==> src/rtl/dispatch_queue.sv <==
// Decoded-instruction dispatch queue: circular FIFO between decode and rename/ROB allocation.
// Optional empty-queue bypass is compiled in with `define DISPATCH_BYPASS_EN.
package dispatch_queue_pkg;
  typedef struct packed {
    logic [4:0] rs1_arch;
    logic [4:0] rs2_arch;
    logic [4:0] rd_arch;
    logic       uses_rd;
  } decoded_bundle_t;
endpackage

module dispatch_queue
  import dispatch_queue_pkg::*;
#(
  parameter int DEPTH = 4,
  parameter int CNT_W = $clog2(DEPTH + 1)
) (
  input  logic            clk,
  input  logic            rst_n,
  input  logic            dec_valid,
  output logic            dec_ready,
  input  decoded_bundle_t dec_bundle,
  output logic            alloc_valid,
  input  logic            alloc_ready,
  output decoded_bundle_t alloc_bundle,
  output logic [4:0]      rs1_arch,
  output logic [4:0]      rs2_arch,
  input  logic            flush_valid,
  input  logic            recover_valid,
  output logic [CNT_W-1:0] count
);

  localparam int PTR_W = $clog2(DEPTH);
  localparam logic [CNT_W-1:0] FULL = CNT_W'(DEPTH);

  decoded_bundle_t  r_mem [DEPTH];
  logic [PTR_W-1:0] r_head;
  logic [PTR_W-1:0] r_tail;
  logic [CNT_W-1:0] r_count;

  logic w_empty;
  logic w_q_valid;
  logic w_bypass;
  logic w_enq;
  logic w_deq;

  assign w_empty   = (r_count == '0);
  assign dec_ready = (r_count != FULL) && !flush_valid;
  assign w_q_valid = !w_empty && !flush_valid && !recover_valid;

`ifdef DISPATCH_BYPASS_EN
  // Empty queue: the decoder's bundle is offered directly to allocation.
  assign w_bypass     = w_empty && dec_valid && !flush_valid && !recover_valid;
  assign alloc_bundle = w_bypass ? dec_bundle : r_mem[r_head];
`else
  assign w_bypass     = 1'b0;
  assign alloc_bundle = r_mem[r_head];
`endif

  assign alloc_valid = w_q_valid || w_bypass;
  assign rs1_arch    = alloc_bundle.rs1_arch;
  assign rs2_arch    = alloc_bundle.rs2_arch;
  assign count       = r_count;

  // A bypassed bundle consumed in the same cycle is never written.
  assign w_deq = w_q_valid && alloc_ready;
  assign w_enq = dec_valid && dec_ready && !(w_bypass && alloc_ready);

  always_ff @(posedge clk or negedge rst_n) begin
    if (!rst_n) begin
      r_head  <= '0;
      r_tail  <= '0;
      r_count <= '0;
    end else if (flush_valid) begin
      r_head  <= '0;
      r_tail  <= '0;
      r_count <= '0;
    end else begin
      if (w_enq) r_tail <= r_tail + PTR_W'(1);
      if (w_deq) r_head <= r_head + PTR_W'(1);
      if (w_enq && !w_deq)      r_count <= r_count + CNT_W'(1);
      else if (!w_enq && w_deq) r_count <= r_count - CNT_W'(1);
    end
  end

  always_ff @(posedge clk) begin
    if (w_enq) r_mem[r_tail] <= dec_bundle;
  end

endmodule

==> config.mk <==
export PLATFORM = sky130hd
export DESIGN_NAME = dispatch_queue
export DESIGN_NICKNAME = d
export VERILOG_FILES = /design/src/rtl/dispatch_queue.sv
export SDC_FILE = /design/constraint.sdc
export NUM_CORES = 1
export LEC_CHECK = 0
export BUFFER_PORTS_ARGS = -buffer_cell sky130_fd_sc_hd__buf_4
export CORE_AREA = 2 2 84 86
export CTS_CLUSTER_DIAMETER = 50
export DETAILED_ROUTE_END_ITERATION = 6
export DIE_AREA = 0 0 86 88
export PLACE_DENSITY = 0.77
export SYNTH_ARGS = -nofsm -noshare
export SYNTH_HDL_FRONTEND = slang
export SYNTH_SLANG_ARGS = --single-unit
==> constraint.sdc <==
create_clock -name clk -period 6.2 [get_ports clk]
set_clock_uncertainty 0.05 [all_clocks]
set_input_delay 0.62 -clock clk [delete_from_list [all_inputs] [get_ports clk]]
set_output_delay 0.62 -clock clk [all_outputs]
set_load 0.01 [all_outputs]
==> flow_summary.json <==
{
  "fill_cells": 543,
  "htree_num_levels": 3,
  "hold_viol_final": 0,
  "core_um2": 6644,
  "synth_top_area_frac": 0.6511,
  "yosys.area.top_type": "edfxtp_1",
  "placed_cells": 271,
  "startpoint_type": "register",
  "reg2reg_slack_ns": 3.85,
  "drc": 0,
  "drtIter0Drc": 71,
  "critical_path_class": "reg2out",
  "powerDensity_nw_per_um2": 331.3,
  "fin_crit_ns": 2.908,
  "die_x_um": 86,
  "max_freq_mhz": 343.9,
  "synth-seq-cells": 71,
  "rr_worst_depth": 7,
  "max-cap-violations": 0,
  "ios": 53,
  "tns_ns": 0,
  "power.switching_mw": 0.2905,
  "power_mw": 1.169,
  "place.gp.congestion": 0.7390,
  "syn_avg_cell_area_um2": 18.92,
  "clockBufferDepth": 2,
  "die_h_um": 88,
  "holdCritPathClass": "in2async",
  "post-cts-setup-buffers": 0,
  "multi_input_area_um2": 698.2,
  "grt_setup_unrepaired": "false",
  "ys_types": 33,
  "totalWireLength_mm": 4.903,
  "io_buffers": 52,
  "grt_pass1_wl_mm": 7.679,
  "critical_path.max_fanout": 18,
  "avgRoutedWirePerCell_um": 17.08,
  "initial_core_util": 0.4443,
  "antenna_found_initial": 0,
  "ir_drop_v": 0.0001429,
  "rows": 30,
  "clk_pin_slew_worst_paths_ns": 0.07,
  "grt_max_degree": 19,
  "p_comb_frac": 0.159,
  "p_clk_frac": 0.343,
  "holdBufCountCts": 0,
  "fin_crit_sh": 0.4691,
  "outcome": "finished clean",
  "antenna_cells": 0,
  "crit_required_ns": 5.53,
  "dieArea_um2": 7568,
  "leakage_nw": 1.239,
  "vias": 1496,
  "postRouteAntennaNets": 0,
  "setup_violations": 0,
  "ys_warn_count": 0,
  "synthCells": 156,
  "syn_nets": 183,
  "synth_area_leaders": "edfxtp_1 (65%), mux4_2 (12%), dfrtp_1 (5.9%)",
  "seqCellArea_um2": 2097,
  "swShare": 0.2486,
  "worst_pin_slew_ns": 1.122,
  "slew_headroom": 0.2521,
  "final_nets": 229,
  "cts_inserted_buffers": 9,
  "drive_gt1_frac": 0.4155,
  "arrival_ns": 2.24,
  "drtPass1Iterations": 4,
  "yosysSeqAreaShare": 0.7105,
  "hpwl_mm": 3.086,
  "placed_area_um2": 3308,
  "instances_no_fill": 287,
  "crit_path_end_kind": "output port",
  "clk_latency_ns": 0.34,
  "cts_resized": 0,
  "grt_pass1_vias": 1526,
  "synth_area_um2": 2952,
  "design_area_um2": 3528,
  "syn2layout_area_growth_pct": 19.54,
  "fin_util": 0.5311,
  "cts_root_buffer": "clkbuf_8",
  "track_usage": 0.1423,
  "clock_sinks": 71,
  "cts_tree": "yes",
  "grt_remaining_overflow": 0,
  "vias_per_cell": 5.213,
  "drv_slew": 0,
  "p_int_mw": 0.8783,
  "p_seq_frac": 0.497
}
## layout make-up
type | instances | share of cell area
timing repair buffer | 52 | 0.1106
inverter | 6 | 0.006383
clock inverter | 7 | 0.02730
clock buffer | 9 | 0.03511
multi-input combinational | 62 | 0.1979
tap | 80 | 0.02837
sequential | 71 | 0.5943
## metal layers
layer / wire length (um) / share of wire / GRT usage
met1: 2063 / 0.42 / 0.1611
met4: 74 / 0.015 / 0.06926
met2: 2388 / 0.49 / 0.2354
met5: 0 / 0 / 0
met3: 377 / 0.077 / 0.05844
## per-stage QoR
step | worst slack [ns] | hold slack, ns
2_1_floorplan | 3.766 | 0.2744
3_3_place_gp | 3.608 | 0.3897
3_5_place_dp | 3.583 | 0.3909
4_1_cts | 3.219 | 0.01687
5_1_grt | 3.086 | 0.01259
6_report | 3.292 | 0.02905
## synth_stat cells
master    count
a2111o_1      1
a21oi_1       4
a31oi_1       1
and2_1        5
buf_2         3
buf_4        10
buf_6         1
buf_8         1
clkbuf_1      1
clkbuf_8      1
dfrtp_1       7
edfxtp_1     64
fa_1          1
ha_1          4
inv_1         6
mux4_2       16
nand2_1       3
nand2b_1      1
nor2_1        4
nor2b_1       1
nor3_1        3
nor3_2        2
nor3b_1       1
nor4b_1       1
o21ai_0       2
o221a_2       1
o22a_1        1
o22ai_1       1
o31ai_1       1
o32ai_1       1
or3_1         2
xnor2_1       3
xor2_1        2
## registers in the layout, indices dropped and copies added, names as in the netlist
register and count:
count 3, r_head 2, r_mem 64, r_tail 2
## final timing paths
kind / to / startpoint
worst min-delay path: count[0] / rst_n
worst min register to register: r_tail[0] / r_tail[0]
worst max-delay path: alloc_bundle[11] / r_head[0]
worst max register to register: count[2] / count[1]
min in group clk: r_mem[2][9] / dec_bundle[9]
max in group asynchronous: count[2] / rst_n
## power by group through the flow
stage / Combinational (mW) / Clock [mW] / Sequential (mW)
floorplan: 0.128 / 0 / 0.581
global placement: 0.186 / 0 / 0.591
detailed placement: 0.189 / 0 / 0.592
CTS: 0.190 / 0.408 / 0.582
global route: 0.205 / 0.431 / 0.586
finish: 0.186 / 0.401 / 0.581
## logic make-up after synthesis
logic type / after synthesis / synth area share
AOI/OAI and AO/OA: 13 / 0.03053
xor gates and xnor gates: 5 / 0.01484
adders and majority gates: 5 / 0.02374
buffers and inverters: 23 / 0.05298
DFF: 71 / 0.7105
muxes: 16 / 0.1221
and+or+nand+nor: 23 / 0.04536
## worst max-delay path, cell delays in order, from the launching register on
cell and delay (ns):
dfrtp_1 1.09, mux4_2 0.64, buf_4 0.16
## cell usage in the layout (no fill, tap or decap), types with 2 or more instances in the layout
cell type,n
a21oi_1,4
and2_1,5
buf_4,52
bufinv_16,2
clkbuf_8,9
clkinvlp_4,2
dfrtp_1,7
edfxtp_1,64
ha_1,4
inv_1,6
mux4_2,16
nand2_1,3
nor2_1,4
nor3_1,3
nor3_2,2
o21ai_0,2
or3_1,2
xnor2_1,3
xor2_1,2
(Power assumes the default switching activity.)
